==> src/rtl/hold_release_detector.sv <==
// hold_release_detector: debounces the active-low hold push-button and turns
// accepted presses/releases into single-cycle hold_tick / release_tick pulses
// plus a hold_state level for LEDs and display logic.
//
// Build option: define HOLD_TOGGLE_EN for toggle mode (each accepted press
// alternates hold/release, button releases emit nothing). Left undefined, the
// block runs in momentary mode (press -> hold_tick, release -> release_tick).
//
// state   | meaning
// --------+-------------------------------------------------------------
// REL     | debounced released, waiting for key_s to go low
// REL_CHK | key_s low, counting stable cycles toward an accepted press
// PRS     | debounced pressed, waiting for key_s to go high
// PRS_CHK | key_s high, counting stable cycles toward an accepted release
module hold_release_detector #(
    parameter int DEBOUNCE_CYCLES = 250000,
    parameter int CNT_W           = 18
) (
    input  logic clk,
    input  logic rst,
    input  logic key_n,
    output logic hold_tick,
    output logic release_tick,
    output logic hold_state
);

    typedef enum logic [1:0] {
        REL     = 2'd0,
        REL_CHK = 2'd1,
        PRS     = 2'd2,
        PRS_CHK = 2'd3
    } state_t;

    localparam logic [CNT_W-1:0] TERM_CNT = CNT_W'(DEBOUNCE_CYCLES - 1);

    logic             key_meta;
    logic             key_s;
    state_t           state_q;
    state_t           state_d;
    logic [CNT_W-1:0] cnt_q;
    logic [CNT_W-1:0] cnt_d;
    logic             hold_d;
    logic             release_d;
    logic             hold_state_d;

    // Two-flop synchronizer; resets to the released level so a held key
    // after reset is seen as a fresh press.
    always_ff @(posedge clk or posedge rst) begin
        if (rst) begin
            key_meta <= 1'b1;
            key_s    <= 1'b1;
        end else begin
            key_meta <= key_n;
            key_s    <= key_meta;
        end
    end

    // Debounce state, stability counter and registered tick outputs.
    always_ff @(posedge clk or posedge rst) begin
        if (rst) begin
            state_q      <= REL;
            cnt_q        <= '0;
            hold_tick    <= 1'b0;
            release_tick <= 1'b0;
            hold_state   <= 1'b0;
        end else begin
            state_q      <= state_d;
            cnt_q        <= cnt_d;
            hold_tick    <= hold_d;
            release_tick <= release_d;
            hold_state   <= hold_state_d;
        end
    end

    // Next state, counter and tick decode; the counter is cleared on every
    // state change so the terminal count always forces an exit before wrap.
    always_comb begin
        state_d   = state_q;
        cnt_d     = cnt_q;
        hold_d    = 1'b0;
        release_d = 1'b0;
        case (state_q)
            REL: begin
                if (!key_s) begin
                    state_d = REL_CHK;
                    cnt_d   = '0;
                end
            end
            REL_CHK: begin
                if (key_s) begin
                    state_d = REL;
                    cnt_d   = '0;
                end else if (cnt_q == TERM_CNT) begin
                    state_d = PRS;
                    cnt_d   = '0;
`ifdef HOLD_TOGGLE_EN
                    if (hold_state) begin
                        release_d = 1'b1;
                    end else begin
                        hold_d = 1'b1;
                    end
`else
                    hold_d = 1'b1;
`endif
                end else begin
                    cnt_d = cnt_q + CNT_W'(1);
                end
            end
            PRS: begin
                if (key_s) begin
                    state_d = PRS_CHK;
                    cnt_d   = '0;
                end
            end
            PRS_CHK: begin
                if (!key_s) begin
                    state_d = PRS;
                    cnt_d   = '0;
                end else if (cnt_q == TERM_CNT) begin
                    state_d = REL;
                    cnt_d   = '0;
`ifndef HOLD_TOGGLE_EN
                    release_d = 1'b1;
`endif
                end else begin
                    cnt_d = cnt_q + CNT_W'(1);
                end
            end
            default: begin
                state_d = REL;
                cnt_d   = '0;
            end
        endcase
    end

    // hold_state follows the ticks in the same cycle they are issued.
    always_comb begin
        hold_state_d = hold_state;
        if (hold_d) begin
            hold_state_d = 1'b1;
        end else if (release_d) begin
            hold_state_d = 1'b0;
        end
    end

endmodule
==> config.mk <==
export PLATFORM = sky130hd
export DESIGN_NAME = hold_release_detector
export DESIGN_NICKNAME = d
export VERILOG_FILES = /design/src/rtl/hold_release_detector.sv
export SDC_FILE = /design/constraint.sdc
export NUM_CORES = 1
export LEC_CHECK = 0
export BUFFER_PORTS_ARGS = -buffer_cell sky130_fd_sc_hd__clkbuf_2
export CAP_MARGIN = 10
export CORE_MARGIN = 2
export CORE_UTILIZATION = 59
export DETAILED_ROUTE_END_ITERATION = 16
export PLACE_DENSITY = 0.77
export SKIP_LAST_GASP = 1
export SLEW_MARGIN = 10
export SYNTH_ARGS = -nofsm -noshare
export SYNTH_HDL_FRONTEND = slang
export SYNTH_SLANG_ARGS = --single-unit
export TNS_END_PERCENT = 20
==> constraint.sdc <==
create_clock -name clk -period 2.5 [get_ports clk]
set_clock_uncertainty 0.1 [all_clocks]
set_input_delay 0.125 -clock clk [delete_from_list [all_inputs] [get_ports clk]]
set_output_delay 0.125 -clock clk [all_outputs]
set_load 0.05 [all_outputs]
# Yosys cells after proc, flatten, opt, wreduce, memory -nomap -nowiden
# Cells that the tools add are included.
# word_totals
regBits	25
in_bits	3
output_inout_bits	3
# op_classes
addsub	1
n_eq_ne	8
muxes	20
reduce_logical	4
# op_table
cell	count
$mux W18	5
$pmux W18 S4	1
$add A18 B1 Y18 const B	1
$eq A18 B18 Y1 const B	1
$mux W2	6
$pmux W2 S4	1
$mux W1	7
$ne A3 B3 Y1 const B	2
$eq A2 B2 Y1 const B	2
$ne A2 B2 Y1 const B	2
$reduce_and A4 Y1	1
$eq A2 B1 Y1 const B	1
$logic_not A2 Y1	1
$reduce_and A2 Y1	1
$reduce_bool A2 Y1	1

# Depth between registers and ports, before layout
# Gate-level depths: netlist of run 1.
# depth
ltp_word	6
mapped_depth	7
mapped_depth_nobuf	6

# Least setup slack after synthesis of run 1
# No wires, ideal clock.
# synth_path
path_type	reg2reg
startpoint	register cnt_q[10]
endpoint	register cnt_q[1]
setup_ns	0.121
arrival_ns	1.714
required_time_ns	2.279
path_slack_ns	0.565
stages_incl_launch_ff	6
path_buffers	1
cell_sequence	dfrtp_1 -> or4_4 -> nor4b_4 -> a21oi_2 -> buf_6 -> a22o_1
# synth_between
elab_chain_cells	4
# synth_lines
item	line	text
start, declared	40	logic [CNT_W-1:0] cnt_q;
start signal, assigned	68	cnt_q <= cnt_d;
$eq A18 B18 Y1 (*)	93, 119	
$mux W18 (*)	93, 119	
$mux W18 (on tied branches)	116, 90	
$pmux W18 S4 (*)	82	case (state_q)
# Every way passes the cells marked *; elsewhere a longest branch is shown, timed or not.
# A chain may end at the register's enable or synchronous reset.

# Final worst setup path of run 1
# layout_path
startpoint	register cnt_q[10]
endpoint	register cnt_q[15]
# layout_between
elab_chain_cells	4
# layout_lines
item	line
$add A18 B1 Y18 or $eq A18 B18 Y1 (tied branches)	n/a
$mux W18 (*)	93, 119
$mux W18 (on tied branches)	116, 90
$pmux W18 S4 (*)	82
# Marked as above.

==> results.md, run 1 <==
* Number of DRC violations after detailed-routing iteration 0 at 54
* Number of remaining DRC errors at 0
* DP Cell Count at 172
* Gate Count Post-Synth at 142
* Detailed-routing iteration count for the pre-antenna-repair pass at 4
* Buffer type at the clock tree root: sky130_fd_sc_hd__clkbuf_4
* Synthesized area at 1338 sq um
* Number of antenna violations at the first check in global routing at 0
* Element type at the critical path start: flop
* Via count of the first global-routing pass at 1035
* GR met3 Demand/Resource at 2.586%
* Power density relative to cell area at 703.7 nW/um^2
* Half-perimeter wire length of the detailed placement result at 1824 microns
* Share of cells above drive strength 1 at 15.33%
* Syn_nets at 146
* Maximum clock rate at 488.5 MHz
* Most used flip-flop cell after synthesis: sky130_fd_sc_hd__dfrtp_1
* Critical-path cell with the highest stage delay: sky130_fd_sc_hd__or4_4
* Total core area at 2170 sq um
* Port-buffer cells at 5
* Total routed wirelength at 2592 microns
* Unrepaired setup endpoints after global routing: no
* Sequential cell area fraction in the yosys report at 46.96%
* Max Buffers Root-to-Sink at 2
* Max-capacitance violation count at 0
* Final critical path time including I/O delays and setup at 2047 ps
* Wirelength per Cell at 14.56 microns
* Largest fanout on the critical path at 11
* Num CTS Buffers at 3
* Minimum setup slack in the final design at 452.8 ps
* Endpoint required time on the critical path at 2630 ps
* Growth of design area from synthesis to finish at 5.425%
* Global-route usage over all layers at 22.30%
* Count of standard-cell rows at 17
* Max VDD drop at 0.0004907 V
* Mean instance size in the synthesized netlist at 9.419 sq um
* Final setup TNS at 0 ps
* CP Data Arrival Time at 2170 ps
* Vias at 1106
* ANT nets after route at 0
* Final Net Count at 155
* Clock net sink count at 25
* Share of flip-flops with an asynchronous set or reset after synthesis at 100.0%
* Insertion delay of the later-clocked pin in the worst-skew pair at 330 ps
* Slew headroom at 40.13%
* Depth of the CTS H-tree at 1
* Final hold violation count at 0
* Vertical die dimension at 51.62 microns
* Number of primary I/O pins at 6
* Global-route wire length before repair at 4505 microns
* GRT busiest layer: met2
* Maximum number of pins on one net before global-route repair at 26
* EDFF count, synth at 0
* Minimum setup slack after placement at 466.9 ps
* Met2 routing resource usage after global routing at 37.18%
* Via density at 6.213
* Yosys reg bits at 25
* Number of antenna diodes at 0
* Share of the clock period used by the worst path after layout at 81.89%
* Routability congestion estimate at 0.8804
* Ordered list of cells on the worst path: or4_4 > nor4b_4 > a21o_2 > or3_1 > nand3_1
* Number of setup violations in the final report at 0
* Global-route met1 utilization at 29.55%
* Clock-pin slew on the worst setup and hold paths at 150 ps
* Die Span X at 51.62 microns
* Delay of the slowest cell on the worst path at 560 ps
* Total count of max-transition violations in the final report at 0
* Synth cell types at 39
* Status: complete, no violations
* Leak at 0.0006076 uW
* Clock tree from TritonCTS: yes
* Starting Density at 61.65%
* Transition time at the pin with the least slew margin at 897.0 ps
* Worst hold-check path type: flop to flop
* Worst Path Class, Setup: flop to flop
* Number of warnings printed during yosys synthesis at 0
* Non-filler instance count after layout at 178
* Post-cts resize count at 0
* Total grt overflow at 0
* Endpoint class of the critical path: flop
* Worst hold-check slack at 268.2 ps
* Area enclosed by the die boundary at 2664 sq um
what timing repair did:
action,4_1_cts,5_1_grt
hold buffers,2,0
buffers inserted,0,0
endpoints found under the hold margin,24,0
report_power, final:
group | internal, uW | total, uW | switching [uW]
clock | 61.1 | 193 | 132
combinational | 96.2 | 303 | 206
sequential | 440 | 496 | 56.5
critical path: cells and delay by family (launching register included):
kind | cells | cell delay (ps)
compound gates | 1 | 310
simple gates | 4 | 1100
flops | 1 | 440
kinds of logic (layout without fill, tap and decap cells):
| logic type | count (synthesis) | count (layout) | share of synthesized area [%] |
|---|---|---|---|
| AND/OR/NAND/NOR | 75 | 75 | 31.99 |
| multiplexers | 1 | 1 | 0.7484 |
| adder cells (fa/ha/maj) | 1 | 1 | 0.9353 |
| AO/OA/AOI/OAI | 28 | 28 | 13.00 |
| buffers and inverters | 10 | 18 | 5.051 |
| flip-flops | 25 | 25 | 46.96 |
| XOR/XNOR | 2 | 2 | 1.310 |
flip-flops by register name, indices dropped and copies added, names as in the netlist, named ones only:
| name | count |
|---|---|
| cnt_q | 18 |
| hold_state | 1 |
| hold_tick | 1 |
| key_meta | 1 |
| key_s | 1 |
| release_tick | 1 |
| state_q | 1 |
through the flow:
step                      cell area (sq um)  total power, uW  utilization (%)
after floorplan                        1338            776.3                -
after global placement                 1360            791.6            62.69
after detailed placement               1360            797.4            62.69
after CTS                              1410            987.2            64.99
after global routing                   1410             1040            64.99
final                                  1410            992.3            64.99
synth_stat cells, types with 3 or more instances:
cell / number / area [sq um]
sky130_fd_sc_hd__and2_1: 4 / 25.02
sky130_fd_sc_hd__dfrtp_1: 23 / 575.6
sky130_fd_sc_hd__nand4_1: 4 / 25.02
sky130_fd_sc_hd__or3_1: 9 / 56.30
sky130_fd_sc_hd__nand2_1: 20 / 75.07
sky130_fd_sc_hd__and4_1: 3 / 26.28
sky130_fd_sc_hd__nor2_1: 3 / 11.26
sky130_fd_sc_hd__a21oi_1: 10 / 50.05
sky130_fd_sc_hd__inv_1: 6 / 22.52
sky130_fd_sc_hd__nor3_1: 3 / 15.01
sky130_fd_sc_hd__nand3_1: 17 / 85.08
sky130_fd_sc_hd__o21ai_0: 7 / 35.03
final timing paths:
path                        endpoint  slack [ps]      start  depth (start not counted)
setup / recovery           cnt_q[15]         450  cnt_q[10]                          5
hold / removal                 key_s         270   key_meta                          0
setup reg to reg           cnt_q[15]         450  cnt_q[10]                          5
hold reg to reg                key_s         270   key_meta                          0
max in group asynchronous  cnt_q[10]        1350        rst                          3
min in group asynchronous   cnt_q[2]         400        rst                          3
per-layer routing:
| layer | wire [microns] | vias up | part of all wire [%] |
|---|---|---|---|
| li1 | - | 531 | - |
| met1 | 1214 | 550 | 47 |
| met2 | 1291 | 23 | 50 |
| met3 | 71 | 2 | 2.7 |
| met4 | 15 | 0 | 0.58 |
| met5 | 0 | - | 0 |
layout make-up:
type / count / area (sq um)
Clock buffer: 3 / 22.52
Clock inverter: 1 / 7.507
Timing Repair Buffer: 8 / 52.55
Sequential cell: 25 / 628.1
Tap cell: 28 / 35.03
Fill cell: 185 / 759.5
Inverter: 6 / 22.52
Multi-Input combinational cell: 107 / 641.9
cells in the final DEF (no fill, tap or decap), types with 4 or more instances in the layout:
master	netlist	layout
sky130_fd_sc_hd__dfrtp_1	23	23
sky130_fd_sc_hd__nand2_1	20	20
sky130_fd_sc_hd__nand3_1	17	17
sky130_fd_sc_hd__a21oi_1	10	10
sky130_fd_sc_hd__or3_1	9	9
sky130_fd_sc_hd__o21ai_0	7	7
sky130_fd_sc_hd__inv_1	6	6
sky130_fd_sc_hd__clkbuf_2	0	5
sky130_fd_sc_hd__and2_1	4	4
sky130_fd_sc_hd__nand4_1	4	4
Note: power is estimated with default switching activity, not from simulation.
==> inputs of run 2 (changes only) <==
- CORE_UTILIZATION: 59 -> 53
- PLACE_DENSITY: 0.77 -> 0.73
- clock period: 2.5 -> 1.7 ns (I/O delays scaled with it)
==> run 2 against run 1 <==
Critical endpoint is now cnt_q[7]; cell count rose by 17%; non-clock buffer count rose by 26; count of clock-buffer cells in the layout did not move; core utilization rose by 3.6 points; critical path depth rose by 1; largest power group is now combinational logic; global-route usage rose by 1.2 points; flip-flop and latch count did not move; worst hold slack got worse by 74 ps; first-iteration DRC count fell by 22%; critical path type unchanged; the run now ends with setup timing left; highest routed layer unchanged; routed wire length rose by 26%; die area rose by 10%.
==> results.md, run 2 (synthesis results as in run 1) <==
* Status: complete, but fails checks
* Violated checks: setup timing
* Depth of the CTS H-tree at 1 (unchanged)
* Share of cells above drive strength 1 at 31.46% (+16 points)
* Delay of the slowest cell on the worst path at 550 ps (about the same)
* Max-capacitance violation count at 0 (unchanged)
* Area enclosed by the die boundary at 2941 sq um (+10%)
* Global-route wire length before repair at 4871 microns (+8.1%)
* Transition time at the pin with the least slew margin at 385.8 ps (-511.2 ps)
* Unrepaired setup endpoints after global routing: yes
* Global-route usage over all layers at 23.55% (+1.2 points)
* Via density at 5.851 (-5.8%)
* Endpoint class of the critical path: flop
* Final hold violation count at 0 (unchanged)
* Element type at the critical path start: flop
* Number of setup violations in the final report at 21 (+21)
* Total core area at 2432 sq um (+12%)
* Wirelength per Cell at 15.64 microns (+7.4%)
* Endpoint required time on the critical path at 1840 ps (-790 ps)
* Growth of design area from synthesis to finish at 24.70%
* Cells on worst reg2reg path at 6 (+1)
* Ordered list of cells on the worst path: or4_4 > nor4b_4 > buf_6 > a21oi_2 > a21oi_2 > o21ai_1
* ANT nets after route at 0 (unchanged)
* Total grt overflow at 0 (unchanged)
* Number of DRC violations after detailed-routing iteration 0 at 42 (-22%)
* Most common cell after layout, fill and taps aside: sky130_fd_sc_hd__buf_4
* Number of antenna violations at the first check in global routing at 0 (unchanged)
* Starting Density at 54.99% (-6.7 points)
* Register with the highest flop count: cnt_q
* DP Cell Count at 199 (+16%)
* Max Buffers Root-to-Sink at 2 (unchanged)
* Critical-path cell with the highest stage delay: sky130_fd_sc_hd__or4_4
* Most frequent cells in the layout: sky130_fd_sc_hd__buf_4, sky130_fd_sc_hd__dfrtp_1, sky130_fd_sc_hd__nand2_1
* Clock-pin slew on the worst setup and hold paths at 150 ps (about the same)
* Wire length on met3 at 112 microns (+58%)
* Number of primary I/O pins at 6 (unchanged)
* Num CTS Buffers at 3 (unchanged)
* Maximum clock rate at 493.2 MHz (+0.98%)
* Number of antenna diodes at 0 (unchanged)
* Die Span X at 54.24 microns (+5.1%)
* Maximum number of pins on one net before global-route repair at 26 (unchanged)
* Slew headroom at 74.28% (+34 points)
* Stages on worst setup path at 6 (+1)
* Vias at 1217 (+10%)
* Total power of the final layout at 1717 uW (+73%)
* Delay-heaviest family, CP: simple AND/OR/NAND/NOR gates
* Total count of max-transition violations in the final report at 0 (unchanged)
* Top routing layer used: met4
* Detailed-routing iteration count for the pre-antenna-repair pass at 4 (unchanged)
* Largest fanout on the critical path at 6 (-5)
* Final Net Count at 183 (+18%)
* Buffer type at the clock tree root: sky130_fd_sc_hd__clkbuf_4
* Vertical die dimension at 54.24 microns (+5.1%)
* Met2 WL post-DR at 1671 microns (+29%)
* Count of standard-cell rows at 18 (+1)
* Clock tree from TritonCTS: yes
* Via count of the first global-routing pass at 1043 (+0.77%)
* Worst path bufs/invs at 1 (+1)
* Half-perimeter wire length of the detailed placement result at 2182 microns (+20%)
* Total routed wirelength at 3253 microns (+26%)
* Share of the clock period used by the worst path after layout at 119.3% (+37 points)
* Clock net sink count at 25 (unchanged)
* Met1 WL at 1427 microns (+18%)
* Worst Path Class, Setup: flop to flop
* Crit-path most repeated cell: sky130_fd_sc_hd__a21oi_2
* Routability congestion estimate at 0.8440 (-4.1%)
* Insertion delay of the later-clocked pin in the worst-skew pair at 340 ps (about the same)
* Final setup TNS at -5680 ps (-5680 ps)
* Max VDD drop at 0.001050 V (+110%)
* Worst hold-check path type: input pin to asynchronous set/reset pin
* Number of remaining DRC errors at 0 (unchanged)
* Number of flip-flops under the largest register name at 18 (unchanged)
* Non-filler instance count after layout at 208 (+17%)
* Power density relative to cell area at 1030 nW/um^2 (+46%)
* CP Data Arrival Time at 2170 ps (about the same)
* Leak at 0.0007668 uW (+26%)
* Port-buffer cells at 5 (unchanged)
* Minimum setup slack in the final design at -327.4 ps (-780.1 ps)
* Final critical path time including I/O delays and setup at 2027 ps (-19.87 ps)
* Minimum setup slack after placement at -337.6 ps (-804.5 ps)
## run 2: timing repair
| item | CTS | global route |
|---|---|---|
| endpoints found under the hold margin | 26 | 0 |
| setup buffers | 1 | 0 |
| hold buffers | 2 | 0 |
| cloned | 1 | 1 |
| resized for setup | 5 | 7 |
| setup endpoints to repair | 21 | 22 |
| pin swaps | 2 | 7 |
## run 2: path summary, 6_finish.rpt
check | to | start | slack, ps
worst max-delay path | cnt_q[7] | cnt_q[6] | -330
worst min-delay path | cnt_q[11] | rst | 190
worst max register to register | cnt_q[7] | cnt_q[6] | -330
worst min register to register | key_s | key_meta | 270
max in group asynchronous | key_meta | rst | 1000
min in group clk | key_s | key_meta | 270
## run 2: power breakdown
group	switching, uW	internal, uW	total (uW)
Clock	193	88.5	281
Sequential	31.6	647	679
Combinational	445	312	757
Total	669	1050	1720
## run 2: through the flow
step	util [%]	hold slack [ps]	area, sq um
after global routing	68.57	229.7	1668
after CTS	67.08	218.6	1632
final	68.57	194.0	1668
after floorplan	-	-10.52	1338
after detailed placement	63.73	32.27	1550
after global placement	63.73	27.17	1550
## run 2: final cells by class
type,count,area [sq um]
Clock buffer,3,22.52
Clock inverter,1,5.005
Fill cell,196,764.5
Inverter,6,22.52
Multi-Input combinational cell,109,700.7
Sequential cell,25,628.1
Tap cell,30,37.54
Timing Repair Buffer,34,251.5
## run 2: metal layers
metal  up-vias  GRT usage [%]
met1       583          31.69
met3         7          3.279
met5         -              0
met2        34          39.76
li1        593              -
met4         0          6.250
## run 2: worst min-delay path, stage by stage
cell and delay, ps:
sky130_fd_sc_hd__dlygate4sd3_1 530, sky130_fd_sc_hd__clkbuf_2 100, sky130_fd_sc_hd__inv_1 40, sky130_fd_sc_hd__buf_4 290
==> inputs of run 3 (changes only) <==
- CORE_UTILIZATION: 53 -> 36
- PLACE_DENSITY: 0.73 -> default
==> run 3 against run 2 <==
The run still ends with setup timing left; worst hold slack improved by 74 ps; register-to-register slack improved by 98 ps; global-route usage decreased by 6.9 points; highest routed layer unchanged; maximum frequency rose by 5.1%; setup slack better by 98 ps; largest power group unchanged; cell count rose by 11%; non-clock buffer count increased by 5; sequential share of layout area fell by 1.7 points; die area increased by 43%; routed wire length is 3.6% lower; flip-flop and latch count did not move; design area increased by 4.8%.
==> results.md, run 3 (synthesis results as in run 1) <==
* Status: complete, but fails checks
* Violated checks: setup timing
* Final critical path time including I/O delays and setup at 1929 ps (-98.46 ps)
* Largest fanout on the critical path at 3 (-3)
* Detailed-routing iteration count for the pre-antenna-repair pass at 4 (unchanged)
* Slew headroom at 78.02% (+3.7 points)
* Via density at 5.087 (-13%)
* Vertical die dimension at 64.96 microns (+20%)
* Number of setup violations in the final report at 21 (unchanged)
* Number of DRC violations after detailed-routing iteration 0 at 102 (+140%)
* Met2 routing resource usage after global routing at 28.74% (-11 points)
* Number of antenna diodes at 0 (unchanged)
* Leak at 0.0007961 uW (+3.8%)
* Count of standard-cell rows at 22 (+4)
* Delay of the slowest cell on the worst path at 550 ps (about the same)
* Half-perimeter wire length of the detailed placement result at 2210 microns (+1.3%)
* Critical-path cell with the highest stage delay: sky130_fd_sc_hd__or4_4
* Post-Layout Inst Area at 1748 sq um (+4.8%)
* Clock net sink count at 25 (unchanged)
* Number of primary I/O pins at 6 (unchanged)
* Endpoint required time on the critical path at 1760 ps (-80 ps)
* Number of remaining DRC errors at 0 (unchanged)
* Transition time at the pin with the least slew margin at 329.7 ps (-56.03 ps)
* Depth of the CTS H-tree at 1 (unchanged)
* Total core area at 3606 sq um (+48%)
* Max-capacitance violation count at 0 (unchanged)
* Maximum clock rate at 518.4 MHz (+5.1%)
* Area after DPL at 1595 sq um (+2.9%)
* Total routed wirelength at 3137 microns (-3.6%)
* Starting Density at 37.09% (-18 points)
* Minimum setup slack after placement at -311.1 ps (+26.48 ps)
* Insertion delay of the later-clocked pin in the worst-skew pair at 270 ps (-70 ps)
* Final Net Count at 188 (+2.7%)
* Num CTS Buffers at 3 (unchanged)
* Worst hold-check path type: flop to flop
* Global-route met1 utilization at 21.66% (-10 points)
* Number of antenna violations at the first check in global routing at 0 (unchanged)
* Max VDD drop at 0.0005348 V (-49%)
* Minimum setup slack in the final design at -228.9 ps (+98.46 ps)
* Share of cells above drive strength 1 at 32.24% (+0.78 points)
* Global-route wire length before repair at 5451 microns (+12%)
* Worst Path Class, Setup: flop to flop
* Max Buffers Root-to-Sink at 2 (unchanged)
* Share of the clock period used by the worst path after layout at 113.5% (-5.8 points)
* GRT busiest layer: met2
* Power density relative to cell area at 1007 nW/um^2 (-2.2%)
* Area enclosed by the die boundary at 4219 sq um (+43%)
* Wirelength per Cell at 13.58 microns (-13%)
* Worst hold-check slack at 268.4 ps (+74.41 ps)
* Ordered list of cells on the worst path: or4_4 > nor4b_4 > buf_4 > nand3_4 > a211o_1
* Endpoint class of the critical path: flop
* Register with the highest flop count: cnt_q
* Vias at 1175 (-3.5%)
* Footprint of the multi-input gates at 705.7 sq um (+0.71%)
* Growth of design area from synthesis to finish at 30.68%
* Buffer type at the clock tree root: sky130_fd_sc_hd__clkbuf_8
* Filler cell count at 337 (+72%)
* Total count of max-transition violations in the final report at 0 (unchanged)
* Routability congestion estimate at 0.9391 (+11%)
* Worst path bufs/invs at 1 (unchanged)
* Die Span X at 64.96 microns (+20%)
* Via count of the first global-routing pass at 1156 (+11%)
* Number of flip-flops under the largest register name at 18 (unchanged)
* Unrepaired setup endpoints after global routing: yes
* Maximum number of pins on one net before global-route repair at 26 (unchanged)
* Final setup TNS at -3366 ps (+2315 ps)
* Total power of the final layout at 1761 uW (+2.5%)
* ANT nets after route at 0 (unchanged)
* Clock tree from TritonCTS: yes
* Port-buffer cells at 5 (unchanged)
* Footprint of the flip-flops and latches at 628.1 sq um (unchanged)
* Global-route usage over all layers at 16.69% (-6.9 points)
* CP Data Arrival Time at 1990 ps (-180 ps)
* Most frequent cells in the layout: sky130_fd_sc_hd__buf_4, sky130_fd_sc_hd__dfrtp_1, sky130_fd_sc_hd__nand2_1
* Final hold violation count at 0 (unchanged)
* GR met3 Demand/Resource at 1.563% (-1.7 points)
* Total grt overflow at 0 (unchanged)
* Delay-heaviest family, CP: simple AND/OR/NAND/NOR gates
* Element type at the critical path start: flop
* Most common cell after layout, fill and taps aside: sky130_fd_sc_hd__buf_4
* Clock-pin slew on the worst setup and hold paths at 90 ps (-60 ps)
run 3: final cells by class:
| class | instances | share of cell area, % |
|---|---|---|
| flip-flops and latches | 25 | 35.93 |
| repair buffers | 39 | 16.32 |
| inverters | 6 | 1.288 |
| well taps | 48 | 3.436 |
| clock buffers | 3 | 2.362 |
| multi-input cells | 109 | 40.37 |
| clock inverters | 1 | 0.2863 |
run 3: power by group:
group | switching, uW | leakage (uW) | internal [uW]
sequential | 37.9 | 0.000336 | 647
combinational | 416 | 0.000435 | 298
clock | 197 | 0.0000255 | 164
run 3: final timing paths:
kind	from	endpoint	slack, ps	cells after the start
worst max-delay path	cnt_q[11]	hold_state	-230	5
worst min-delay path	key_meta	key_s	270	0
worst max register to register	cnt_q[11]	hold_state	-230	5
worst min register to register	key_meta	key_s	270	0
max in group asynchronous	rst	key_s	930	4
min in group asynchronous	rst	hold_tick	280	4
run 3: routing by layer:
metal,vias to the layer above,share of wire [%]
met3,5,1.1
met2,13,51
met1,560,46
li1,597,-
met5,-,0
met4,0,1.4
run 3: worst register-to-register path: stages, from the launching register on:
cell                      delay, ps
sky130_fd_sc_hd__dfrtp_1        390
sky130_fd_sc_hd__or4_4          550
sky130_fd_sc_hd__nor4b_4        260
sky130_fd_sc_hd__buf_4          170
sky130_fd_sc_hd__nand3_4         90
sky130_fd_sc_hd__a211o_1        260
run 3: stage by stage:
step                      std cells  utilization, %
after CTS                       230           47.54
after global routing            231           48.47
final                           231           48.47
after detailed placement        220           44.24
after floorplan                 142               -
after global placement          220           44.24
run 3: what timing repair did:
action / in CTS / in global routing
hold buffers: 2 / 0
pin swaps: 5 / 1
buffers inserted: 2 / 1
gates cloned: 2 / 0
hold endpoints to repair: 24 / 0
resized for setup: 4 / 6
setup endpoints to repair: 21 / 22
